===== src/rtl/alu_exec_unit.sv =====
// Execute-stage ALU: RV32I/RV64I ops behind a valid/ready handshake.
// Optional iterative MUL/DIV/REM datapath is built when ALU_MULDIV_EN is defined.
module alu_exec_unit #(
   parameter int XLEN = 32,
   parameter int SHW  = $clog2(XLEN)
) (
   input  logic            clk,
   input  logic            rst,
   input  logic            in_valid,
   output logic            in_ready,
   input  logic [1:0]      ALUOp,
   input  logic            op5,
   input  logic [2:0]      funct3,
   input  logic [6:0]      funct7,
   input  logic [XLEN-1:0] SrcA,
   input  logic [XLEN-1:0] SrcB,
   output logic            out_valid,
   input  logic            out_ready,
   output logic [XLEN-1:0] Result,
   output logic            Zero,
   output logic            Illegal,
   output logic [3:0]      ALUControl
);

   localparam logic [3:0] C_ADD  = 4'd0,  C_SUB  = 4'd1,  C_SLL  = 4'd2,  C_SLT  = 4'd3;
   localparam logic [3:0] C_SLTU = 4'd4,  C_XOR  = 4'd5,  C_SRL  = 4'd6,  C_SRA  = 4'd7;
   localparam logic [3:0] C_OR   = 4'd8,  C_AND  = 4'd9,  C_MUL  = 4'd10, C_DIV  = 4'd11;
   localparam logic [3:0] C_DIVU = 4'd12, C_REM  = 4'd13, C_REMU = 4'd14, C_ILL  = 4'd15;

`ifdef ALU_MULDIV_EN
   typedef enum logic [1:0] {S_IDLE = 2'd0, S_CALC = 2'd1, S_DONE = 2'd2} state_t;
`else
   typedef enum logic [1:0] {S_IDLE = 2'd0, S_DONE = 2'd2} state_t;
`endif

   state_t                  r_state;
   logic [XLEN-1:0]         r_result;
   logic                    r_zero;
   logic                    r_illegal;
   logic [3:0]              r_ctl;
   logic                    r_out_valid;

   logic [3:0]              w_ctl;
   logic [XLEN-1:0]         w_res;
   logic [SHW-1:0]          w_shamt;
   logic signed [XLEN-1:0]  w_sra;

   assign w_shamt = SrcB[SHW-1:0];
   assign w_sra   = $signed(SrcA) >>> w_shamt;

   always_comb begin
      w_ctl = C_ILL;
      case (ALUOp)
         2'b00: w_ctl = C_ADD;
         2'b01: w_ctl = C_SUB;
         2'b10: begin
            case (funct3)
               3'b000:  w_ctl = (op5 && funct7[5]) ? C_SUB : C_ADD;
               3'b001:  w_ctl = C_SLL;
               3'b010:  w_ctl = C_SLT;
               3'b011:  w_ctl = C_SLTU;
               3'b100:  w_ctl = C_XOR;
               3'b101:  w_ctl = funct7[5] ? C_SRA : C_SRL;
               3'b110:  w_ctl = C_OR;
               default: w_ctl = C_AND;
            endcase
         end
         default: begin
`ifdef ALU_MULDIV_EN
            if (funct7 == 7'b0000001) begin
               case (funct3)
                  3'b000:  w_ctl = C_MUL;
                  3'b100:  w_ctl = C_DIV;
                  3'b101:  w_ctl = C_DIVU;
                  3'b110:  w_ctl = C_REM;
                  3'b111:  w_ctl = C_REMU;
                  default: w_ctl = C_ILL;
               endcase
            end
`else
            w_ctl = C_ILL;
`endif
         end
      endcase
   end

   always_comb begin
      w_res = '0;
      case (w_ctl)
         C_ADD:   w_res = SrcA + SrcB;
         C_SUB:   w_res = SrcA - SrcB;
         C_SLL:   w_res = SrcA << w_shamt;
         C_SLT:   w_res = {{(XLEN-1){1'b0}}, ($signed(SrcA) < $signed(SrcB))};
         C_SLTU:  w_res = {{(XLEN-1){1'b0}}, (SrcA < SrcB)};
         C_XOR:   w_res = SrcA ^ SrcB;
         C_SRL:   w_res = SrcA >> w_shamt;
         C_SRA:   w_res = w_sra;
         C_OR:    w_res = SrcA | SrcB;
         C_AND:   w_res = SrcA & SrcB;
         default: w_res = '0;
      endcase
   end

`ifdef ALU_MULDIV_EN
   localparam logic [SHW-1:0] CNT_LAST = SHW'(XLEN - 1);

   logic [SHW-1:0]  r_cnt;
   logic [XLEN-1:0] r_acc, r_mcand, r_mplier;
   logic [XLEN-1:0] r_rem, r_quo, r_dvs, r_srca;
   logic            r_neg_q, r_neg_r, r_dz;

   logic            w_is_md, w_sgn;
   logic [XLEN-1:0] w_abs_a, w_abs_b;
   logic [XLEN-1:0] w_acc_nxt, w_rem_nxt, w_quo_nxt, w_md_res;
   logic [XLEN:0]   w_sh;
   logic            w_ge;

   assign w_is_md = (w_ctl == C_MUL) || (w_ctl == C_DIV) || (w_ctl == C_DIVU) ||
                    (w_ctl == C_REM) || (w_ctl == C_REMU);
   assign w_sgn   = (w_ctl == C_DIV) || (w_ctl == C_REM);
   assign w_abs_a = (w_sgn && SrcA[XLEN-1]) ? -SrcA : SrcA;
   assign w_abs_b = (w_sgn && SrcB[XLEN-1]) ? -SrcB : SrcB;

   // One shift-add step and one restoring-division step per CALC cycle
   assign w_acc_nxt = r_mplier[0] ? (r_acc + r_mcand) : r_acc;
   assign w_sh      = {r_rem, r_quo[XLEN-1]};
   assign w_ge      = (w_sh >= {1'b0, r_dvs});
   assign w_rem_nxt = w_ge ? (w_sh[XLEN-1:0] - r_dvs) : w_sh[XLEN-1:0];
   assign w_quo_nxt = {r_quo[XLEN-2:0], w_ge};

   // The final step's next values feed the result so CALC lasts exactly XLEN cycles
   always_comb begin
      w_md_res = w_acc_nxt;
      case (r_ctl)
         C_DIV, C_DIVU: w_md_res = r_dz ? '1 : (r_neg_q ? -w_quo_nxt : w_quo_nxt);
         C_REM, C_REMU: w_md_res = r_dz ? r_srca : (r_neg_r ? -w_rem_nxt : w_rem_nxt);
         default:       w_md_res = w_acc_nxt;
      endcase
   end

   always_ff @(posedge clk) begin
      if (r_state == S_IDLE && in_valid) begin
         r_acc    <= '0;
         r_mcand  <= SrcA;
         r_mplier <= SrcB;
         r_rem    <= '0;
         r_quo    <= w_abs_a;
         r_dvs    <= w_abs_b;
         r_srca   <= SrcA;
         r_neg_q  <= w_sgn && (SrcA[XLEN-1] ^ SrcB[XLEN-1]);
         r_neg_r  <= w_sgn && SrcA[XLEN-1];
         r_dz     <= (SrcB == '0);
      end else if (r_state == S_CALC) begin
         r_acc    <= w_acc_nxt;
         r_mcand  <= r_mcand << 1;
         r_mplier <= r_mplier >> 1;
         r_rem    <= w_rem_nxt;
         r_quo    <= w_quo_nxt;
      end
   end
`else
   logic w_unused_f7;
   assign w_unused_f7 = ^{funct7[6], funct7[4:0]};
`endif

   always_ff @(posedge clk or negedge rst) begin
      if (!rst) begin
         r_state     <= S_IDLE;
         r_result    <= '0;
         r_zero      <= 1'b0;
         r_illegal   <= 1'b0;
         r_ctl       <= 4'd0;
         r_out_valid <= 1'b0;
`ifdef ALU_MULDIV_EN
         r_cnt       <= '0;
`endif
      end else begin
         case (r_state)
            S_IDLE: begin
               if (in_valid) begin
                  r_ctl       <= w_ctl;
                  r_result    <= w_res;
                  r_zero      <= (w_res == '0);
                  r_illegal   <= (w_ctl == C_ILL);
                  r_out_valid <= 1'b1;
                  r_state     <= S_DONE;
`ifdef ALU_MULDIV_EN
                  if (w_is_md) begin
                     r_out_valid <= 1'b0;
                     r_cnt       <= '0;
                     r_state     <= S_CALC;
                  end
`endif
               end
            end
`ifdef ALU_MULDIV_EN
            S_CALC: begin
               if (r_cnt == CNT_LAST) begin
                  r_result    <= w_md_res;
                  r_zero      <= (w_md_res == '0);
                  r_illegal   <= 1'b0;
                  r_out_valid <= 1'b1;
                  r_state     <= S_DONE;
               end else begin
                  r_cnt <= r_cnt + 1'b1;
               end
            end
`endif
            S_DONE: begin
               if (out_ready) begin
                  r_out_valid <= 1'b0;
                  r_state     <= S_IDLE;
               end
            end
            default: r_state <= S_IDLE;
         endcase
      end
   end

   assign in_ready   = rst && (r_state == S_IDLE);
   assign out_valid  = r_out_valid;
   assign Result     = r_result;
   assign Zero       = r_zero;
   assign Illegal    = r_illegal;
   assign ALUControl = r_ctl;

endmodule


===== config.mk =====
export PLATFORM = sky130hd
export DESIGN_NAME = alu_exec_unit
export DESIGN_NICKNAME = d
export VERILOG_FILES = /design/src/rtl/alu_exec_unit.sv
export SDC_FILE = /design/constraint.sdc
export NUM_CORES = 1
export LEC_CHECK = 0
export CORE_MARGIN = 2
export CORE_UTILIZATION = 38
export CTS_CLUSTER_DIAMETER = 50
export DETAILED_ROUTE_END_ITERATION = 7
export PLACE_DENSITY = 0.62
export RECOVER_POWER = 25
export SYNTH_ARGS = -nofsm -noshare
export SYNTH_HDL_FRONTEND = slang
export SYNTH_SLANG_ARGS = --single-unit

===== constraint.sdc =====
create_clock -name clk -period 2.2 [get_ports clk]
set_input_delay 0.44 -clock clk [delete_from_list [all_inputs] [get_ports clk]]
set_output_delay 0.44 -clock clk [all_outputs]
set_load 0.05 [all_outputs]

==> run summary, run 1 <==
Die Y: 178 um
Critical Path Source Type: primary input
Placement row count: 63
Starting Density: 38.8%
Setup crit end kind: flop
First DRT Iteration DRCs: 1,879
Seq/Total Area, Yosys: 8.44%
Worst setup margin: -1.74 ns
Post-Syn Area: 11,600 sq um
Avg WL per Cell: 25.2 um
FFs w/ async S/R, synth: 100%
Final hold vios: 0
Final Max Slew Viols: 0
#FFs+latches synth: 39
Fillers: 2,477
CP max stage cell: or4_4
WP buf/inv: 5
Clk slew on worst S/H paths: 0.05 ns
Number of cells on the critical path: 18
RSZ-0062 raised after global routing: yes
DR vias: 17,000
Max incr delay on CP: 0.59 ns
Failing checks: setup timing
Post-Synthesis Cells: 1,614
Die ar.: 31,800 sq um
Area Overhead vs Synth: 79.3%
Antenna viol nets, final: 0
1st-pass router iterations: 6
Final core utilization: 69.5%
Yosys warns: 0
Final setup violation count: 33
Top FF cell, synth: dfrtp_1
Setup CP Type: in2reg
Vias in the first global route: 15,900
GPL Wtd Cong: 1.06
Static Leak: 9.42 nW
Area leader, netlist: ha_1
Root Driver: clkbuf_16
Fmax: 0.254 GHz
Nets: 2,535
Yosys top cell area share: 10.8%
Status: finished, violations left
Final critical-path required period: 3.94 ns
Hold buffers post-CTS: 0
HP Class: reg2reg
Hold path depth: 2
Antenna cells: 0
Unique masters post-synth: 88
Die extent in x: 178 um
Worst EP required: 2.38 ns
Sink Count: 39
Critical Path Fanout Max: 3
Worst-case clock buffer depth: 2
Slew @ Worst Pin: 0.934 ns
Number of max-cap violations: 0
Clock skew: 0.00329 ns
Post-synth EDFFs: 0
Initial antenna violation count: 0
Largest net degree at the start of global routing: 54
VDD IR max: 0.330 mV
Post-Place Worst Slack: -2.61 ns
DP HPWL: 54,200 um
Crit path DAT: 4.11 ns
Setup TNS: -27.72 ns
First-pass GRT wire length: 98,500 um
Fraction of layout cells with a size suffix above 1: 48.7%
Total CTS buffers: 5
Delay-heaviest family, CP: compound AO/OA/AOI/OAI gates
Count of buffers from port buffering: 114
DRC Markers: 0
Mean area per synthesized cell: 7.16 sq um
Area contributors post-synth: ha_1, mux4_2, dfrtp_1, nand2_1, a21oi_1
Final period util: 179%
Synth Net Count: 1,797
Crit-path most repeated cell: buf_6
GRT overflow: 0
Clock Latency Late Sink: 0.28 ns
Path depth of the worst reg2reg path: 9
Routed WL: 69,100 um
Relative slew slack: 37.8%
CTS tree: built
Number of placed I/O pins: 121
Vias per std cell: 6.21
Global Route Usage Sum: 41.4%
Htree depth: 2
Critical path, cell by cell: buf_8 -> inv_6 -> ha_4 -> buf_6 -> o21ba_4 -> or4_4 -> a211oi_4 -> a2111oi_4 -> buf_4 -> o311ai_4 -> a31oi_4 -> buf_6 -> o211ai_1 -> a21oi_1 -> o32a_1 -> nor4_2 -> nand4_1 -> o41ai_2
PwrDens: 400 nW/um^2
Core area: 29,800 sq um
## cell families (layout without fill, tap and decap cells)
group | Yosys count | count (layout) | synth area share [%]
AOI/OAI and AO/OA | 527 | 527 | 30.7
xor gates and xnor gates | 9 | 9 | 0.682
adders and majority gates | 102 | 102 | 11.2
buffers and inverters | 242 | 981 | 8.44
DFF | 39 | 39 | 8.44
muxes | 139 | 139 | 18.0
and+or+nand+nor | 556 | 556 | 22.6
## Yosys cell counts, types with 9 or more instances
library cell / instances
o22ai_1: 12
a221oi_1: 12
nand3_1: 45
xnor2_1: 9
and3_1: 12
a21oi_1: 125
mux2i_1: 59
clkbuf_1: 88
o211ai_1: 40
nor2_1: 133
nor2b_1: 22
a31oi_1: 20
ha_1: 100
buf_1: 16
nor4_1: 15
a211oi_1: 35
nand2b_1: 15
or3_1: 16
nand2_1: 198
buf_2: 30
o21bai_1: 16
dfrtp_1: 39
a21o_1: 9
inv_1: 98
mux2_2: 21
o221ai_1: 12
o21ai_0: 106
o21ai_1: 12
mux4_2: 52
nand4_1: 17
a221o_1: 13
nor3_1: 41
o31ai_1: 16
## where the power goes
part | internal [W] | switching (W)
Combinational | 0.00301 | 0.00362
Clock | 0.000418 | 0.000251
Sequential | 0.000901 | 0.0000939
Total | 0.00433 | 0.00396
## cell type report
class	count	area (sq um)	area share (%)
tap	390	488	2.36
clock inverter	1	5.00	0.0242
multi-input combinational	1333	11300	54.7
inverter	102	420	2.03
clock buffer	7	133	0.640
sequential	39	976	4.71
timing repair buffer	871	7370	35.6
## stage by stage
stage | instances | total power (W) | hold WS, ns | cell area [sq um]
CTS | 2710 | 0.00770 | 0.269 | 19400
global route | 2743 | 0.00867 | 0.495 | 20700
finish | 2743 | 0.00830 | 0.470 | 20700
floorplan | 1614 | 0.00385 | 0.144 | 12100
detailed placement | 2644 | 0.00663 | 0.462 | 18000
global placement | 2644 | 0.00659 | 0.453 | 18000
## state kept, by name (all words and copies together), names as in the netlist
register    count
ALUControl      4
Zero            1
out_valid       1
Illegal         1
Result         32
## routing by layer
metal	global-route usage (%)	wire, um
met2	66.3	30800
met1	57.3	28700
met3	4.26	6140
met5	0	0
met4	15.4	3470
## worst paths after layout
kind                       slack (ns)                   start                      to
max in group asynchronous        1.10                     rst  Result[21]$_DFFE_PN0P_
max reg2reg                     -0.48   out_valid$_DFFE_PN0P_        Zero$_DFFE_PN0P_
max                             -1.74                 SrcA[0]        Zero$_DFFE_PN0P_
min                              0.47  Result[12]$_DFFE_PN0P_  Result[12]$_DFFE_PN0P_
min reg2reg                      0.47  Result[12]$_DFFE_PN0P_  Result[12]$_DFFE_PN0P_
min in group asynchronous        0.52                     rst   Result[3]$_DFFE_PN0P_
## tightest hold or removal path, stage by stage (launching register included)
cell     delay, ns
dfrtp_1       0.34
nand2_1       0.05
nand2_1       0.05
## layout by cell type (no fill, tap or decap), drive strengths merged, types with 17 or more instances in the layout
| cell | instances |
|---|---|
| buf | 764 |
| nand2 | 198 |
| nor2 | 133 |
| a21oi | 125 |
| o21ai | 118 |
| ha | 100 |
| inv | 98 |
| mux2i | 60 |
| clkdlybuf4s50 | 53 |
| mux4 | 52 |
| nand3 | 45 |
| nor3 | 42 |
| o211ai | 40 |
| dfrtp | 39 |
| a211oi | 38 |
| mux2 | 27 |
| nor2b | 22 |
| clkbuf | 21 |
| dlygate4sd2 | 20 |
| a31oi | 20 |
| nand4 | 17 |
## repair_timing
item,in CTS,in global routing
cloned,1,4
setup buffers,63,55
setup endpoints to repair,34,33
pin swaps,79,123
gates resized for setup,255,276
(Power assumes the default switching activity.)
==> run 2: changes to the inputs <==
--- a/config.mk
+++ b/config.mk
@@ -5,7 +5,6 @@
 export SDC_FILE = /design/constraint.sdc
 export NUM_CORES = 1
 export LEC_CHECK = 0
-export CORE_MARGIN = 2
 export CORE_UTILIZATION = 38
 export CTS_CLUSTER_DIAMETER = 50
 export DETAILED_ROUTE_END_ITERATION = 7
==> run 2 against run 1 <==
The run ends with DRC, setup timing left; sequential cell count stayed put; routed wire length is 2.8% lower; first-iteration DRC count is 4.0% lower; combinational power is 3% lower; critical path type unchanged; highest routed layer unchanged.
==> run summary, run 2 (synthesized netlist as in run 1, its figures left out) <==
Status: finished, violations left (unchanged)
Failing checks: DRC, setup timing (was setup timing)
VDD IR max: 0.288 mV (was 0.330 mV)
Fraction of layout cells with a size suffix above 1: 47.2% (was 48.7%)
Tot Pwr: 0.00814 W (was 0.00830 W)
Critical path, cell by cell: buf_12 -> buf_12 -> buf_12 -> buf_4 -> mux4_2 -> mux2i_2 -> nand2_1 -> a32oi_1 -> buf_4 -> nor2_1 -> nor4_2 -> nand4_1 -> nor4_4 -> buf_4 -> nand4_1 -> nor4_2 -> nand4_1 -> o41ai_2 (was buf_8 -> inv_6 -> ha_4 -> buf_6 -> o21ba_4 -> or4_4 -> a211oi_4 -> a2111oi_4 -> buf_4 -> o311ai_4 -> a31oi_4 -> buf_6 -> o211ai_1 -> a21oi_1 -> o32a_1 -> nor4_2 -> nand4_1 -> o41ai_2)
Clock Latency Late Sink: 0.28 ns (about the same)
Antenna viol nets, final: 0 (unchanged)
DR vias: 16,500 (was 17,000)
Crit path DAT: 4.07 ns (was 4.11 ns)
Most frequent cells in the layout: buf_4, nand2_1, nor2_1, a21oi_1, inv_1 (was buf_4, nand2_1, nor2_1, a21oi_1, ha_1)
Slew @ Worst Pin: 0.929 ns (was 0.934 ns)
First DRT Iteration DRCs: 1,804 (was 1,879)
Vias in the first global route: 15,700 (was 15,900)
DP HPWL: 54,000 um (was 54,200 um)
Avg WL per Cell: 24.9 um (was 25.2 um)
Number of placed I/O pins: 121 (unchanged)
Final hold vios: 0 (unchanged)
Antenna cells: 0 (unchanged)
GPL Wtd Cong: 1.05 (was 1.06)
Setup CP Type: in2reg (unchanged)
Die extent in x: 176 um (was 178 um)
Sink Count: 39 (unchanged)
Static Leak: 9.16 nW (was 9.42 nW)
Critical Path Source Type: primary input (unchanged)
Htree depth: 2 (unchanged)
Final period util: 177% (was 179%)
DRC Markers: 5 (was 0)
Core area: 29,800 sq um (unchanged)
Area Overhead vs Synth: 74.8% (was 79.3%)
Final core utilization: 67.8% (was 69.5%)
Die Y: 176 um (was 178 um)
Commonest non-fill, non-tap cell in the layout: buf_4 (unchanged)
Max FFs per register: 32 (unchanged)
HP Class: in2async (was reg2reg)
CP max stage cell: mux4_2 (was or4_4)
Relative slew slack: 38.1% (was 37.8%)
Initial antenna violation count: 1 (was 0)
Final Max Slew Viols: 0 (unchanged)
CTS tree: built (unchanged)
Fin Hold WS: 0.468 ns (was 0.470 ns)
Path depth of the worst reg2reg path: 10 (was 9)
Worst setup margin: -1.69 ns (was -1.74 ns)
Setup crit end kind: flop (unchanged)
Nets: 2,487 (was 2,535)
Reg2Reg Setup Slack: -0.59 ns (was -0.48 ns)
Final setup violation count: 33 (unchanged)
Number of max-cap violations: 0 (unchanged)
GRT overflow: 0 (unchanged)
Placement row count: 63 (unchanged)
RSZ-0062 raised after global routing: yes (unchanged)
Fmax: 0.257 GHz (was 0.254 GHz)
Root Driver: clkbuf_16 (unchanged)
Vias per std cell: 6.14 (was 6.21)
Setup TNS: -27.69 ns (was -27.72 ns)
First-pass GRT wire length: 97,200 um (was 98,500 um)
Die ar.: 31,100 sq um (was 31,800 sq um)
Max incr delay on CP: 0.56 ns (was 0.59 ns)
Routed WL: 67,200 um (was 69,100 um)
Final critical-path required period: 3.89 ns (was 3.94 ns)
Global Route Usage Sum: 41.7% (was 41.4%)
Worst r2r dst: Zero$_DFFE_PN0P_ (unchanged)
R2R Path Start: out_valid$_DFFE_PN0P_ (unchanged)
Worst EP required: 2.38 ns (about the same)
Total CTS buffers: 5 (unchanged)
Starting Density: 38.8% (unchanged)
1st-pass router iterations: 8 (was 6)
Critical Path Fanout Max: 5 (was 3)
Worst-case clock buffer depth: 2 (unchanged)
Clock skew: 0.00275 ns (was 0.00329 ns)
Count of buffers from port buffering: 114 (unchanged)
Largest net degree at the start of global routing: 40 (was 54)
PwrDens: 403 nW/um^2 (was 400 nW/um^2)
Clk slew on worst S/H paths: 0.05 ns (about the same)
[run 2: how the worst max path moves through the flow]
stage,from,to,cells past startpoint
global route,SrcB[1],Zero$_DFFE_PN0P_,16
floorplan,SrcB[1],Zero$_DFFE_PN0P_,17
detailed placement,SrcA[0],Zero$_DFFE_PN0P_,17
CTS,SrcB[0],Zero$_DFFE_PN0P_,16
global placement,SrcA[1],Zero$_DFFE_PN0P_,16
finish,SrcB[0],Zero$_DFFE_PN0P_,18
[run 2: what timing repair did]
action	in CTS	in global routing
endpoints found under the setup margin	34	33
resized for setup	228	278
setup buffers	52	43
hold buffers	0	0
pin swaps	70	100
gates cloned	0	1
[run 2: final cells by class]
cell class	instances	area, sq um
clock buffer	6	139
clock inverter	1	5.00
fill	2547	9600
inverter	102	417
multi-input combinational	1333	11300
sequential	39	976
tap	390	488
timing repair buffer	823	6920
[run 2: power breakdown]
group          switching (W)  internal (W)  total [W]
combinational        0.00354       0.00291    0.00645
sequential         0.0000967      0.000901   0.000997
clock               0.000256      0.000441   0.000697
total                0.00389       0.00425    0.00814
[run 2: worst max-delay path, delay by kind of cell]
family / cells / cell delay (ns)
AO/OA/AOI/OAI: 2 / 0.46
buffers and inverters: 6 / 0.80
multiplexers: 2 / 0.80
AND/OR/NAND/NOR: 8 / 1.55
[run 2: routing by layer]
metal / GRT usage, % / share of wire, % / routed length [um] / vias to the layer above
met3: 4.33 / 9.4 / 6290 / 176
met5: 0 / 0 / 0 / -
met1: 56.9 / 41 / 27600 / 7928
met2: 67.4 / 45 / 30200 / 1029
met4: 16.2 / 4.5 / 3010 / 0
li1: - / - / - / 7403
[run 2: per-stage QoR]
stage / worst slack [ns] / instance area [sq um] / std cells
final: -1.69 / 20200 / 2694
after floorplan: -1.82 / 12100 / 1614
after global placement: -2.53 / 17700 / 2607
after global routing: -1.78 / 20200 / 2694
after detailed placement: -2.65 / 17700 / 2607
after CTS: -1.88 / 19000 / 2664
